File: src/rtl/mvm_host_ctrl.sv
// Purpose: host-side initiator for one mvm core; buffers operand loads, replays them gaplessly, captures and returns results.
// Latency: load pulse 1 cycle after last wr word, then N*N/N burst cycles; mvm_start 1 cycle after accept; first res_valid N+1 cycles after mvm_done.
// Backpressure: cmd_ready only in IDLE, wr_ready only in FILL; res_ready low holds DRAIN (and all new commands) indefinitely.
// Ports: clk/reset (sync, active-high, shared with the core); cmd_valid/cmd_ready/cmd_op command stream;
//   wr_valid/wr_ready/wr_data operand words (matrix row-major); res_valid/res_ready/res_data/res_last result stream;
//   op_err illegal-op pulse, busy; mvm_loadMatrix/mvm_loadVector/mvm_start/mvm_data_in drive the core, mvm_done/mvm_data_out return.
module mvm_host_ctrl #(
  parameter int MAT_SCALE    = 8,
  parameter int INPUT_WIDTH  = 16,
  parameter int OUTPUT_WIDTH = 2*INPUT_WIDTH
) (
  input  logic                    clk,
  input  logic                    reset,
  input  logic                    cmd_valid,
  output logic                    cmd_ready,
  input  logic [1:0]              cmd_op,
  input  logic                    wr_valid,
  output logic                    wr_ready,
  input  logic [INPUT_WIDTH-1:0]  wr_data,
  output logic                    res_valid,
  input  logic                    res_ready,
  output logic [OUTPUT_WIDTH-1:0] res_data,
  output logic                    res_last,
  output logic                    op_err,
  output logic                    busy,
  output logic                    mvm_loadMatrix,
  output logic                    mvm_loadVector,
  output logic                    mvm_start,
  output logic [INPUT_WIDTH-1:0]  mvm_data_in,
  input  logic                    mvm_done,
  input  logic [OUTPUT_WIDTH-1:0] mvm_data_out
);

  localparam int N  = MAT_SCALE;
  localparam int NW = N*N;
  localparam int CW = $clog2(NW+1);
  localparam int AW = $clog2(NW);
  localparam int RW = $clog2(N);
  localparam logic [CW-1:0] MAT_WORDS = CW'(NW);
  localparam logic [CW-1:0] VEC_WORDS = CW'(N);
  localparam logic [CW-1:0] LAST_RES  = CW'(N-1);
  localparam logic [AW-1:0] FIRST_ADR = '0;

  typedef enum logic [2:0] {
    S_IDLE, S_FILL, S_PULSE, S_BURST, S_START, S_WAIT, S_CAPTURE, S_DRAIN
  } state_t;

  state_t                  state, state_n;
  logic [CW-1:0]           count, count_n;
  logic [1:0]              op_q, op_q_n;
  logic                    err_n;
  logic [CW-1:0]           target, last_word, count_inc;
  logic [INPUT_WIDTH-1:0]  op_buf  [NW];
  logic [OUTPUT_WIDTH-1:0] res_buf [N];

  assign target    = (op_q == 2'd0) ? MAT_WORDS : VEC_WORDS;
  assign last_word = target - CW'(1);
  assign count_inc = count + CW'(1);

  always_comb begin
    state_n        = state;
    count_n        = count;
    op_q_n         = op_q;
    err_n          = 1'b0;
    cmd_ready      = 1'b0;
    wr_ready       = 1'b0;
    res_valid      = 1'b0;
    res_last       = 1'b0;
    res_data       = '0;
    mvm_loadMatrix = 1'b0;
    mvm_loadVector = 1'b0;
    mvm_start      = 1'b0;
    busy           = (state != S_IDLE);
    case (state)
      S_IDLE: begin
        cmd_ready = 1'b1;
        if (cmd_valid) begin
          case (cmd_op)
            2'd0, 2'd1: begin
              op_q_n  = cmd_op;
              count_n = '0;
              state_n = S_FILL;
            end
            2'd2:    state_n = S_START;
            default: err_n   = 1'b1;
          endcase
        end
      end
      S_FILL: begin
        wr_ready = 1'b1;
        if (wr_valid) begin
          count_n = count_inc;
          if (count == last_word) state_n = S_PULSE;
        end
      end
      S_PULSE: begin
        mvm_loadMatrix = (op_q == 2'd0);
        mvm_loadVector = (op_q != 2'd0);
        count_n        = '0;
        state_n        = S_BURST;
      end
      S_BURST: begin
        count_n = count_inc;
        if (count == last_word) state_n = S_IDLE;
      end
      S_START: begin
        mvm_start = 1'b1;
        state_n   = S_WAIT;
      end
      S_WAIT: begin
        if (mvm_done) begin
          count_n = '0;
          state_n = S_CAPTURE;
        end
      end
      S_CAPTURE: begin
        count_n = count_inc;
        if (count == LAST_RES) begin
          count_n = '0;
          state_n = S_DRAIN;
        end
      end
      S_DRAIN: begin
        res_valid = 1'b1;
        res_data  = res_buf[count[RW-1:0]];
        res_last  = (count == LAST_RES);
        if (res_ready) begin
          count_n = count_inc;
          if (count == LAST_RES) state_n = S_IDLE;
        end
      end
      default: state_n = S_IDLE;
    endcase
  end

  // The core operand bus is registered: the word for the next burst cycle is
  // fetched one cycle early, so word k lands k+1 cycles after the load pulse.
  always_ff @(posedge clk) begin
    if (reset) begin
      state       <= S_IDLE;
      count       <= '0;
      op_q        <= 2'd0;
      op_err      <= 1'b0;
      mvm_data_in <= '0;
    end else begin
      state  <= state_n;
      count  <= count_n;
      op_q   <= op_q_n;
      op_err <= err_n;
      if (state == S_PULSE)
        mvm_data_in <= op_buf[FIRST_ADR];
      else if (state == S_BURST && count != last_word)
        mvm_data_in <= op_buf[count_inc[AW-1:0]];
      else
        mvm_data_in <= '0;
    end
  end

  // Buffers carry no reset; their contents are only read in states that a
  // completed fill or capture leads into.
  always_ff @(posedge clk) begin
    if (!reset && state == S_FILL && wr_valid)
      op_buf[count[AW-1:0]] <= wr_data;
    if (!reset && state == S_CAPTURE)
      res_buf[count[RW-1:0]] <= mvm_data_out;
  end

endmodule

File: config.mk
export PLATFORM = sky130hd
export DESIGN_NAME = mvm_host_ctrl
export DESIGN_NICKNAME = d
export VERILOG_FILES = /design/src/rtl/mvm_host_ctrl.sv
export SDC_FILE = /design/constraint.sdc
export NUM_CORES = 1
export LEC_CHECK = 0
export BUFFER_PORTS_ARGS = -buffer_cell sky130_fd_sc_hd__buf_2
export CORE_UTILIZATION = 35
export DETAILED_ROUTE_END_ITERATION = 10
export PLACE_DENSITY = 0.57
export SYNTH_ARGS = -nofsm -noshare
export SYNTH_HDL_FRONTEND = slang
export SYNTH_SLANG_ARGS = --single-unit
File: constraint.sdc
create_clock -name clk -period 4.1 [get_ports clk]
set_input_delay 0.205 -clock clk [delete_from_list [all_inputs] [get_ports clk]]
set_output_delay 0.205 -clock clk [all_outputs]
set_load 0.01 [all_outputs]
# Word level (Yosys, flattened, before mapping)

Memory sizes are Yosys's and may differ from the RTL's. A register that Yosys moved wholly into a read port is not among the register bits.
Index checks and enable logic that the tools add are counted.

Bits in registers: 29
Bits in writable memories: 1280
Memories kept: 2

Add/sub/neg operators: 2
Eq/ne operators: 22
Muxes and demuxes: 35
Bitwise operators: 2
Reductions and logical operators: 17

Memory list:

| memory  | depth | bits a word | rd ports | clocked after Yosys merged registers in | write ports | line | text |
|---|---|---|---|---|---|---|---|
| op_buf  | 64    | 16          | 2        | 0                                       | 1           | 53   | `logic [INPUT_WIDTH-1:0] op_buf [NW];` |
| res_buf | 8     | 32          | 1        | 1                                       | 1           | 54   | `logic [OUTPUT_WIDTH-1:0] res_buf [N];` |

Operators with widths:

| kind                  | number |
|---|---|
| $mux W7               | 7 |
| $pmux W7 S7           | 1 |
| $mux W16              | 2 |
| $mux W32              | 1 |
| $mux W3               | 10 |
| $pmux W3 S8           | 1 |
| $ne A2 B2 Y1 const B  | 8 |
| $eq A3 B3 Y1 const B  | 4 |
| $mux W1               | 12 |
| $reduce_and A9 Y1     | 1 |
| $add A7 B1 Y7 const B | 1 |
| $eq A7 B3 Y1 const B  | 1 |
| $eq A7 B7 Y1          | 1 |
| $ne A7 B7 Y1          | 1 |
| $reduce_bool A7 Y1    | 1 |
| $sub A7 B1 Y7 const B | 1 |
| $eq A3 B2 Y1 const B  | 2 |
| $pmux W3 S2           | 1 |
| $reduce_and A6 Y1     | 1 |
| $reduce_or A3 Y1      | 2 |
| $logic_and A1 B1 Y1   | 4 |
| $logic_not A2 Y1      | 2 |
| $eq A3 B1 Y1 const B  | 1 |
| $logic_not A3 Y1      | 1 |
| other kinds (10)      | 11 |

# Longest topological paths before layout

Gate-level depths: netlist (run 1).

Word-level depth: 7
Gate-level depth with buffers: 9

# Worst setup path before layout (run 1)

Ideal clock, no wire load.

Path type: reg-to-reg
From: register count[2]
To: memory res_buf[7][0] (netlist name) (enable)
Arrival time: 3.809 ns
Required time: 3.599 ns
Path slack: -0.211 ns
Cell stages (with the launch flop): 4
Path buffers: 1
Period minus slack after synthesis: 4.311 ns
Path through: dfxtp_1 -> buf_2 -> nand3_1 -> nor4_1

RTL lines:

| what                   | line | text |
|---|---|---|
| start, declared        | 49   | `logic [CW-1:0] count, count_n;` |
| start signal, assigned | 147  | `count <= count_n;` |
| end, declared          | 54   |  |

Straight into the memory's write port.

# Worst setup path after layout (run 1)

From: register count[2]
To: register mvm_data_in[5]

Longest elaborated chain between the ends: 4

Ends and longest elaborated chain:

| what                                                   | line    | text |
|---|---|---|
| $add A7 B1 Y7 or $ne A7 B7 Y1 (tied branches)          | 58, 152 |  |
| $mem_v2 Z64 W16 or $logic_and A1 B1 Y1 (tied branches) | -       |  |
| $mux W16 *                                             | 152     | `else if (state == S_BURST && count != last_word)` |
| $mux W16 *                                             | 150     | `if (state == S_PULSE)` |
| end signal, assigned                                   | 151     | `mvm_data_in <= op_buf[FIRST_ADR];` |
| end signal, assigned                                   | 153     | `mvm_data_in <= op_buf[count_inc[AW-1:0]];` |
| end, declared                                          | 29      | `output logic [INPUT_WIDTH-1:0] mvm_data_in,` |

Every way passes the cells marked *; elsewhere a longest branch is shown, timed or not.
A chain may end at the register's enable or synchronous reset.

==> results.md, run 1 <==
* Post-synthesis mux area share at 15.5%
* Maximum clock frequency at 248 MHz
* Synth warnings at 0
* DRT Wirelength at 128000 um
* Fin crit share at 98.2%
* Worst Setup Start Kind: register
* Post-synth EDFFs at 1280
* Final Hold Fails at 0
* Layout area overhead at 16.9%
* Routed vias/inst at 5.37
* Sw frac at 24.7%
* Commonest non-fill, non-tap cell in the layout: edfxtp_1
* Setup violators final at 0
* Critical-path maximum fanout at 22
* Root Driver: clkbuf_16
* CTS Sinks at 1312
* Fin area at 58900 um2
* Critical Path AT at 4.73 ns
* Largest net degree at the start of global routing at 94
* Seq/Total Area, Yosys at 77.5%
* Crit Path Class: reg2reg
* Setup repair bufs after CTS at 0
* Initial antenna violation count at 5
* Htree depth at 4
* Pwr/cell area at 540 nW/um2
* Logic pwr share at 14.1%
* DRC Markers at 0
* Most used DFF post-synth: edfxtp_1
* Pint at 24.0 mW
* R2r worst-path depth at 7
* Largest family of logic cells by synthesized area: multiplexers
* DP HPWL at 79600 um
* Drt initial violations at 2976
* Mean Syn Cell Area at 20.9 um2
* Lkg Pwr at 18.2 nW
* Synthesized instance count at 2408
* GRT Overall Usage at 17.6%
* CTS buffer count at 137
* Clk_lat worst skew at 0.77 ns
* Seq cells post-synth at 1312
* 1st-pass router iterations at 6
* Hold_sp: res_ready
* Simple-Gate Fraction of Synth Area at 3.48%
* Final Critical Period at 4.03 ns
* Die width at 381 um
* Post-synthesis compound-gate area fraction at 2.02%
* Fin. max-slew vios at 0
* Mapped Area at 50400 um2
* GRT overflow at 0
* Max-Cap Viols at 0
* I/O Buffers at 112
* RSZ-0062 raised after global routing: false
* Most frequent cells in the layout: edfxtp_1, mux4_2, clkbuf_16
* Hold depth at 6
* Die H at 381 um
* Crit. End Element: register
* Reg2reg start: count[2]$_SDFFE_PP0P_
* Worst Hold Class: in2reg
* Post-Synth Adder-Cell Area at 0.0248%
* Seq pwr share at 47.0%
* Worst-margin pin slew at 1.41 ns
* Starting Density at 35.4%
* Critical Path RT at 4.80 ns
* Rows at 138
* Synth cell types at 50
* Fraction of registers with async set/reset at 0%
* Die area at 146000 um2
* Sw Pwr at 7.87 mW
* Worst vdd ir at 319 uV
* Core area at 142000 um2
* Synth Area in XOR/XNOR at 0.137%
* Vias in the first global route at 25.6k
* Slew HR at 6.16%
* Setup TNS at 0 ns
* Status: completed
* Share of cells above drive strength 1 at 28.2%
* Antenna violation net count after detailed routing at 0
* RD Place Congestion at 0.990
* Clock power frac at 38.9%
* Avg WL per Cell at 27.1 um
* Final setup skew at 0.0307 ns
* First-pass GRT wire length at 185000 um
* Final nets at 2762
* DR vias at 25.3k
* CTS tree: done
* CP Launch Point: count[2]$_SDFFE_PP0P_
* Clk slew on worst S/H paths at 0.07 ns
* Placed cell areas at 54000 um2
* Syn_nets at 2465
* I/O pins at 113
* CTS Buffer Depth at 3
flip-flops by register name (all words and copies together), names as in the netlist, named ones only:
signal	flops
state	3
op_err	1
res_buf	256
count	7
op_q	2
mvm_data_in	16
op_buf	1024
timing repair:
action / in CTS / in global routing
hold buffers: 46 / 0
resized for setup: 0 / 0
hold endpoints to repair: 391 / 0
through the flow:
| step | std cells | power [mW] | hold WS (ns) | setup WS, ns | utilization, % |
|---|---|---|---|---|---|
| final | 4707 | 31.8 | 0.105 | 0.0743 | 41.4 |
| after global routing | 4705 | 32.9 | 0.0920 | 0.0581 | 41.4 |
| after CTS | 4705 | 32.1 | 0.0296 | 0.320 | 41.4 |
| after detailed placement | 4410 | 19.7 | 0.480 | 0.327 | 37.9 |
| after global placement | 4410 | 19.7 | 0.457 | 0.446 | 37.9 |
| after floorplan | 2408 | 18.2 | 0.304 | 0.333 | - |
cell type report:
type,instances,area (um2)
timing repair buffer,298,2150
inverter,6,22.5
sequential,1312,39100
clock inverter,75,902
clock buffer,174,3620
antenna,2,5.00
multi-input combinational,950,10800
tap,1890,2360
fill,12500,83300
critical path, cell delays in order (launching register included):
cell     delay, ns
dfxtp_1       0.93
nand3_1       0.54
a22oi_2       0.73
buf_4         0.36
o21ai_0       0.16
o32ai_1       0.53
nand4_1       0.50
nand3_1       0.20
metal layers:
metal | wire length, um | global-route usage [%]
met1 | 56100 | 25.2
met2 | 58300 | 26.5
met3 | 9230 | 3.60
met4 | 4130 | 6.26
met5 | 13 | 0
logic make-up (layout without fill, tap and decap cells):
family                     count (synthesis)  after routing
AOI/OAI and AO/OA                        164            164
xor gates and xnor gates                   7              7
adders and majority gates                  1              1
buffers and inverters                    146            553
DFF                                     1312           1312
muxes                                    382            382
other                                      0              2
and+or+nand+nor                          396            396
synth_stat cells (all sizes together), types with 2 or more instances:
cell | instances | area share, %
edfxtp | 1280 | 76
nand4 | 30 | 0.37
nor4 | 4 | 0.050
a31oi | 2 | 0.025
xnor2 | 3 | 0.052
o32ai | 11 | 0.19
xor2 | 4 | 0.084
nand3 | 56 | 0.56
buf | 69 | 0.71
o2111ai | 2 | 0.035
inv | 6 | 0.045
mux2i | 60 | 1.2
nor2b | 7 | 0.087
nor3 | 8 | 0.079
nor2 | 135 | 1.0
a22oi | 5 | 0.074
a21oi | 59 | 0.59
nand3b | 3 | 0.045
dfxtp | 32 | 1.3
mux4 | 320 | 14
a222oi | 4 | 0.079
nor4b | 2 | 0.035
o21ai | 45 | 0.46
a32oi | 17 | 0.30
a21o | 3 | 0.045
nand2 | 130 | 0.97
clkbuf | 71 | 0.53
mux2 | 2 | 0.045
or3 | 13 | 0.17
o22ai | 10 | 0.12
nand2b | 4 | 0.050
power groups by stage:
stage               logic [mW]  clock network [mW]  registers (mW)
floorplan                 3.09                   0            15.1
global placement          4.45                   0            15.3
detailed placement        4.47                   0            15.3
CTS                       4.54                12.6            15.0
global route              4.76                13.1            15.0
finish                    4.49                12.4            15.0
final timing paths:
path | slack, ns | endpoint
max reg2reg | 0.07 | mvm_data_in[5]$_SDFF_PP0_
min reg2reg | 0.49 | op_q[1]$_SDFFE_PP0P_
max | 0.07 | mvm_data_in[5]$_SDFF_PP0_
min | 0.11 | state[1]$_SDFFE_PP0P_
Note: power is estimated with default switching activity, not from simulation.
==> run 2, diff against run 1 <==
--- a/config.mk
+++ b/config.mk
@@ -6,9 +6,12 @@
 export NUM_CORES = 1
 export LEC_CHECK = 0
 export BUFFER_PORTS_ARGS = -buffer_cell sky130_fd_sc_hd__buf_2
+export CELL_PAD_IN_SITES_DETAIL_PLACEMENT = 0
+export CELL_PAD_IN_SITES_GLOBAL_PLACEMENT = 1
+export CORE_ASPECT_RATIO = 1.1
 export CORE_UTILIZATION = 35
 export DETAILED_ROUTE_END_ITERATION = 10
-export PLACE_DENSITY = 0.57
+export PLACE_DENSITY = 0.62
 export SYNTH_ARGS = -nofsm -noshare
 export SYNTH_HDL_FRONTEND = slang
 export SYNTH_SLANG_ARGS = --single-unit
==> results.md, run 2 (same netlist as run 1, synthesis figures left out) <==
* DRT Wirelength at 135000 um (+5.9%)
* Pwr/cell area at 540 nW/um2 (about the same)
* Layout area overhead at 17.2%
* Commonest non-fill, non-tap cell in the layout: edfxtp_1
* Rows at 145 (+5.1%)
* Crit Path Class: reg2reg
* Avg WL per Cell at 28.6 um (+5.2%)
* Core area at 142000 um2 (about the same)
* Crit. End Element: register
* Final Critical Period at 3.51 ns (-0.519 ns)
* RSZ-0062 raised after global routing: false
* Hold buffers post-CTS at 42 (-8.7%)
* Routed vias/inst at 5.42 (+0.95%)
* Share of cells above drive strength 1 at 28.5% (+0.24 points)
* Largest net degree at the start of global routing at 65 (-31%)
* CTS buffer count at 137 (unchanged)
* Post-Layout Cell Count at 4737 (+0.64%)
* Setup TNS at 0 ns (unchanged)
* GRT Overall Usage at 18.7% (+1.1 points)
* Resize count post-CTS at 0 (unchanged)
* Critical Path RT at 4.82 ns (+0.02 ns)
* Hold Slack at 0.0332 ns (-0.0720 ns)
* CTS Buffer Depth at 3 (unchanged)
* Setup violators final at 0 (unchanged)
* Antenna violation net count after detailed routing at 0 (unchanged)
* Final setup skew at 0.0414 ns (+0.0107 ns)
* Drt initial violations at 3156 (+6.0%)
* CTS Sinks at 1312 (unchanged)
* Fin crit share at 85.5% (-13 points)
* Die area at 146000 um2 (about the same)
* Setup repair bufs after CTS at 0 (unchanged)
* Lkg Pwr at 18.2 nW (+0.37%)
* First-pass GRT wire length at 193000 um (+4.0%)
* Slew HR at 25.8% (+20 points)
* Worst Hold Class: in2reg
* Fin. max-slew vios at 0 (unchanged)
* I/O Buffers at 112 (unchanged)
* Fill count at 12.4k (-0.56%)
* Critical Path AT at 4.22 ns (-0.51 ns)
* Inserted Diodes at 0 (-2)
* Most frequent cells in the layout: edfxtp_1, mux4_2, buf_4
* Max-Cap Viols at 0 (unchanged)
* Critical-path maximum fanout at 29 (+32%)
* Largest register FFs at 1024 (unchanged)
* Die width at 364 um (-4.6%)
* Root Driver: clkbuf_16
* Htree depth at 4 (unchanged)
* Worst Setup Start Kind: register
* CTS tree: done
* Die H at 400 um (+4.9%)
* Clk slew on worst S/H paths at 0.06 ns (about the same)
* GRT overflow at 0 (unchanged)
* Status: completed
* Final Hold Fails at 0 (unchanged)
* Final nets at 2775 (+0.47%)
* Worst vdd ir at 470 uV (+47%)
* Initial antenna violation count at 4 (-1)
* Vias in the first global route at 25.8k (+0.72%)
* DRC Markers at 0 (unchanged)
* RD Place Congestion at 0.881 (-11%)
* Maximum clock frequency at 285 MHz (+15%)
* 1st-pass router iterations at 6 (unchanged)
* Worst-margin pin slew at 1.11 ns (-0.295 ns)
* Starting Density at 35.4% (about the same)
* DP HPWL at 84500 um (+6.2%)
* I/O pins at 113 (unchanged)
* DR vias at 25.7k (+1.6%)
* Clk_lat worst skew at 0.80 ns (+0.03 ns)
* Dpl cells at 4448 (+0.86%)
==> run 2: cell types whose count changed in the layout (fill, tap and decap cells not counted), moves of 4 or more <==
cell	before	now
buf_4	134	147
clkinv_1	18	33
buf_12	6	10
clkbuf_1	32	23
clkinv_8	4	0
dlygate4sd3_1	46	42
clkbuf_8	5	0
clkinv_16	3	8
==> run 2: per-stage QoR <==
step           power, mW  worst slack (ns)  instance area (um2)  util (%)
6_report            31.9             0.594                59100      41.5
5_1_grt             32.9             0.428                59100      41.5
4_1_cts             32.2             0.517                59100      41.5
3_5_place_dp        19.9             0.541                54200      38.0
3_3_place_gp        19.9             0.528                54200      38.0
2_1_floorplan       18.2             0.333                50400         -
==> run 2: layout make-up <==
cell class	count	area (um2)	area share (%)
clock buffers	160	3510	5.95
clock inverters	87	966	1.64
inverters	6	22.5	0.0381
multi-input cells	950	10800	18.3
flip-flops and latches	1312	39100	66.2
well taps	1911	2390	4.05
repair buffers	311	2280	3.87
==> run 2: power by group <==
group	switching (mW)	internal (mW)
combinational	2.50	2.12
sequential	0.217	14.8
clock	5.38	6.91
==> run 2: final timing paths <==
check / end / start / cells after the start / slack (ns)
worst max-delay path: mvm_data_in[7]$_SDFF_PP0_ / count[0]$_SDFFE_PP0P_ / 9 / 0.59
worst min-delay path: op_buf[31][0]$_DFFE_PP_ / wr_data[0] / 1 / 0.03
worst max register to register: mvm_data_in[7]$_SDFF_PP0_ / count[0]$_SDFFE_PP0P_ / 9 / 0.59
worst min register to register: op_q[1]$_SDFFE_PP0P_ / op_q[1]$_SDFFE_PP0P_ / 1 / 0.50
==> run 2: layer usage <==
layer / global-route usage, % / up-vias / part of all wire (%)
li1: - / 10600 / -
met1: 26.0 / 13900 / 42
met2: 30.8 / 1046 / 50
met3: 3.16 / 153 / 6.3
met4: 4.41 / 2 / 1.7
met5: 0 / - / 0.0052
==> run 2: critical path: stages, from the launching register on <==
cell	delay (ns)
dfxtp_4	0.73
ha_4	0.57
buf_12	0.29
buf_12	0.22
buf_4	0.21
mux4_2	0.23
a21oi_1	0.07
o32ai_1	0.58
nand4_1	0.33
nand3_1	0.14
==> run 3, diff against run 2 <==
--- a/config.mk
+++ b/config.mk
@@ -9,6 +9,7 @@
 export CELL_PAD_IN_SITES_DETAIL_PLACEMENT = 0
 export CELL_PAD_IN_SITES_GLOBAL_PLACEMENT = 1
 export CORE_ASPECT_RATIO = 1.1
+export CORE_MARGIN = 2
 export CORE_UTILIZATION = 35
 export DETAILED_ROUTE_END_ITERATION = 10
 export PLACE_DENSITY = 0.62
==> results.md, run 3 (same netlist as run 1, synthesis figures left out) <==
* Commonest non-fill, non-tap cell in the layout: edfxtp_1
* Max-Cap Viols at 0 (unchanged)
* Dpl cells at 4462 (+0.31%)
* RSZ-0062 raised after global routing: false
* Seq pwr share at 46.6% (-0.4 points)
* Worst Setup Start Kind: register
* Initial antenna violation count at 10 (+6)
* Sw Pwr at 7.88 mW (-2.7%)
* RD Place Congestion at 0.846 (-4.1%)
* DP HPWL at 81500 um (-3.5%)
* Htree depth at 4 (unchanged)
* 1st-pass router iterations at 7 (+1)
* Worst-margin pin slew at 1.19 ns (+0.0804 ns)
* Worst Hold Class: in2reg
* Pwr/cell area at 541 nW/um2 (+0.27%)
* Logic pwr share at 14.0% (-0.5 points)
* I/O Buffers at 112 (unchanged)
* Antenna violation net count after detailed routing at 0 (unchanged)
* CP most frequent cell: nand3_1
* Final setup skew at 0.0381 ns (-0.00335 ns)
* Core area at 143000 um2 (+0.69%)
* CTS Sinks at 1312 (unchanged)
* GRT Overall Usage at 17.9% (-0.81 points)
* Critical Path AT at 4.63 ns (+0.41 ns)
* Pint at 24.2 mW (+1.6%)
* Die width at 366 um (+0.55%)
* Largest net degree at the start of global routing at 106 (+63%)
* DRC Markers at 0 (unchanged)
* Worst vdd ir at 483 uV (+2.8%)
* I/O pins at 113 (unchanged)
* Layout area overhead at 17.5%
* Avg WL per Cell at 27.8 um (-2.5%)
* Post-Layout Cell Count at 4756 (+0.40%)
* Buffers and inverters on the worst path at 1 (-2)
* Final Critical Period at 3.92 ns (+0.409 ns)
* Routed vias/inst at 5.38 (-0.85%)
* Worst path top cell family by delay: compound AO/OA/AOI/OAI gates
* Crit Path Class: reg2reg
* Drt initial violations at 2631 (-17%)
* Setup TNS at 0 ns (unchanged)
* Hold Slack at 0.0847 ns (+0.0515 ns)
* CP max stage delay at 0.96 ns (+0.23 ns)
* Fin crit share at 95.5% (+10 points)
* GRT overflow at 0 (unchanged)
* CTS buffer count at 137 (unchanged)
* Critical-path maximum fanout at 21 (-28%)
* DRT Wirelength at 132000 um (-2.1%)
* Largest register FFs at 1024 (unchanged)
* CTS tree: done
* Maximum clock frequency at 255 MHz (-10%)
* Most frequent cells in the layout: edfxtp_1, mux4_2, buf_4
* First-pass GRT wire length at 190000 um (-1.2%)
* Rows at 146 (+0.69%)
* Final Hold Fails at 0 (unchanged)
* Clock power frac at 39.4% (+0.9 points)
* Share of cells above drive strength 1 at 28.9% (+0.46 points)
* Status: completed
* Crit. End Element: register
* Root Driver: clkbuf_16
* CP cell instances: nand3_1 > a22oi_2 > buf_4 > o21ai_0 > o32ai_1 > nand4_1 > nand3_1
* Clk_lat worst skew at 0.79 ns (about the same)
* Die area at 147000 um2 (+1.1%)
* Sw frac at 24.6% (-0.81 points)
* DR vias at 25.6k (-0.45%)
* Fin. max-slew vios at 0 (unchanged)
* Vias in the first global route at 26.1k (+1.1%)
* Slew HR at 20.3% (-5.5 points)
* Starting Density at 35.2% (-0.24 points)
* Die H at 402 um (+0.50%)
* Setup violators final at 0 (unchanged)
* Final nets at 2776 (+0.036%)
* CTS Buffer Depth at 3 (unchanged)
* Clk slew on worst S/H paths at 0.06 ns (about the same)
* Slowest cell on crit path: o32ai_1
* Critical Path RT at 4.81 ns (about the same)
* Lkg Pwr at 18.3 nW (+0.31%)
[run 3: path summary, 6_finish.rpt]
path,depth (start not counted),to,startpoint,slack [ns]
max,7,mvm_data_in[6]$_SDFF_PP0_,count[1]$_SDFFE_PP0P_,0.18
min,1,op_buf[24][12]$_DFFE_PP_,wr_data[12],0.08
max reg2reg,7,mvm_data_in[6]$_SDFF_PP0_,count[1]$_SDFFE_PP0P_,0.18
min reg2reg,1,op_q[1]$_SDFFE_PP0P_,op_q[1]$_SDFFE_PP0P_,0.49
[run 3: power by group through the flow]
| stage | Sequential (mW) | Clock (mW) | Combinational, mW |
|---|---|---|---|
| after CTS | 14.9 | 12.9 | 4.57 |
| after detailed placement | 15.2 | 0 | 4.52 |
| after global routing | 14.9 | 13.4 | 4.79 |
| final | 14.9 | 12.6 | 4.49 |
| after global placement | 15.2 | 0 | 4.48 |
| after floorplan | 15.1 | 0 | 3.09 |
[run 3: repair_timing]
action | CTS | global route
resized for setup | 0 | 1
endpoints found under the hold margin | 310 | 0
buffers inserted | 0 | 0
hold buffers | 42 | 0
setup endpoints to repair | 0 | 1
[run 3: cell type report]
| class | count | area [um2] |
|---|---|---|
| multi-input combinational | 950 | 10800 |
| clock inverter | 82 | 1020 |
| timing repair buffer | 312 | 2270 |
| sequential | 1312 | 39100 |
| antenna | 3 | 7.51 |
| inverter | 6 | 22.5 |
| tap | 1924 | 2410 |
| clock buffer | 167 | 3610 |
| fill | 12600 | 84200 |
[run 3: stage by stage]
stage / cell area, um2 / setup slack [ns] / util (%) / total power, mW
2_1_floorplan: 50400 / 0.333 / - / 18.2
3_3_place_gp: 54200 / 0.186 / 37.8 / 19.7
3_5_place_dp: 54200 / 0.124 / 37.8 / 19.7
4_1_cts: 59200 / 0.0639 / 41.3 / 32.4
5_1_grt: 59200 / 0.0400 / 41.3 / 33.1
6_report: 59200 / 0.185 / 41.3 / 32.1
[run 3: routing by layer]
metal | vias up | global-route usage [%] | part of all wire, %
met1 | 13800 | 24.4 | 41
met3 | 204 | 3.50 | 7.1
met2 | 1010 | 29.2 | 49
met4 | 10 | 5.37 | 2.5
li1 | 10600 | - | -
met5 | - | 0 | 0.048
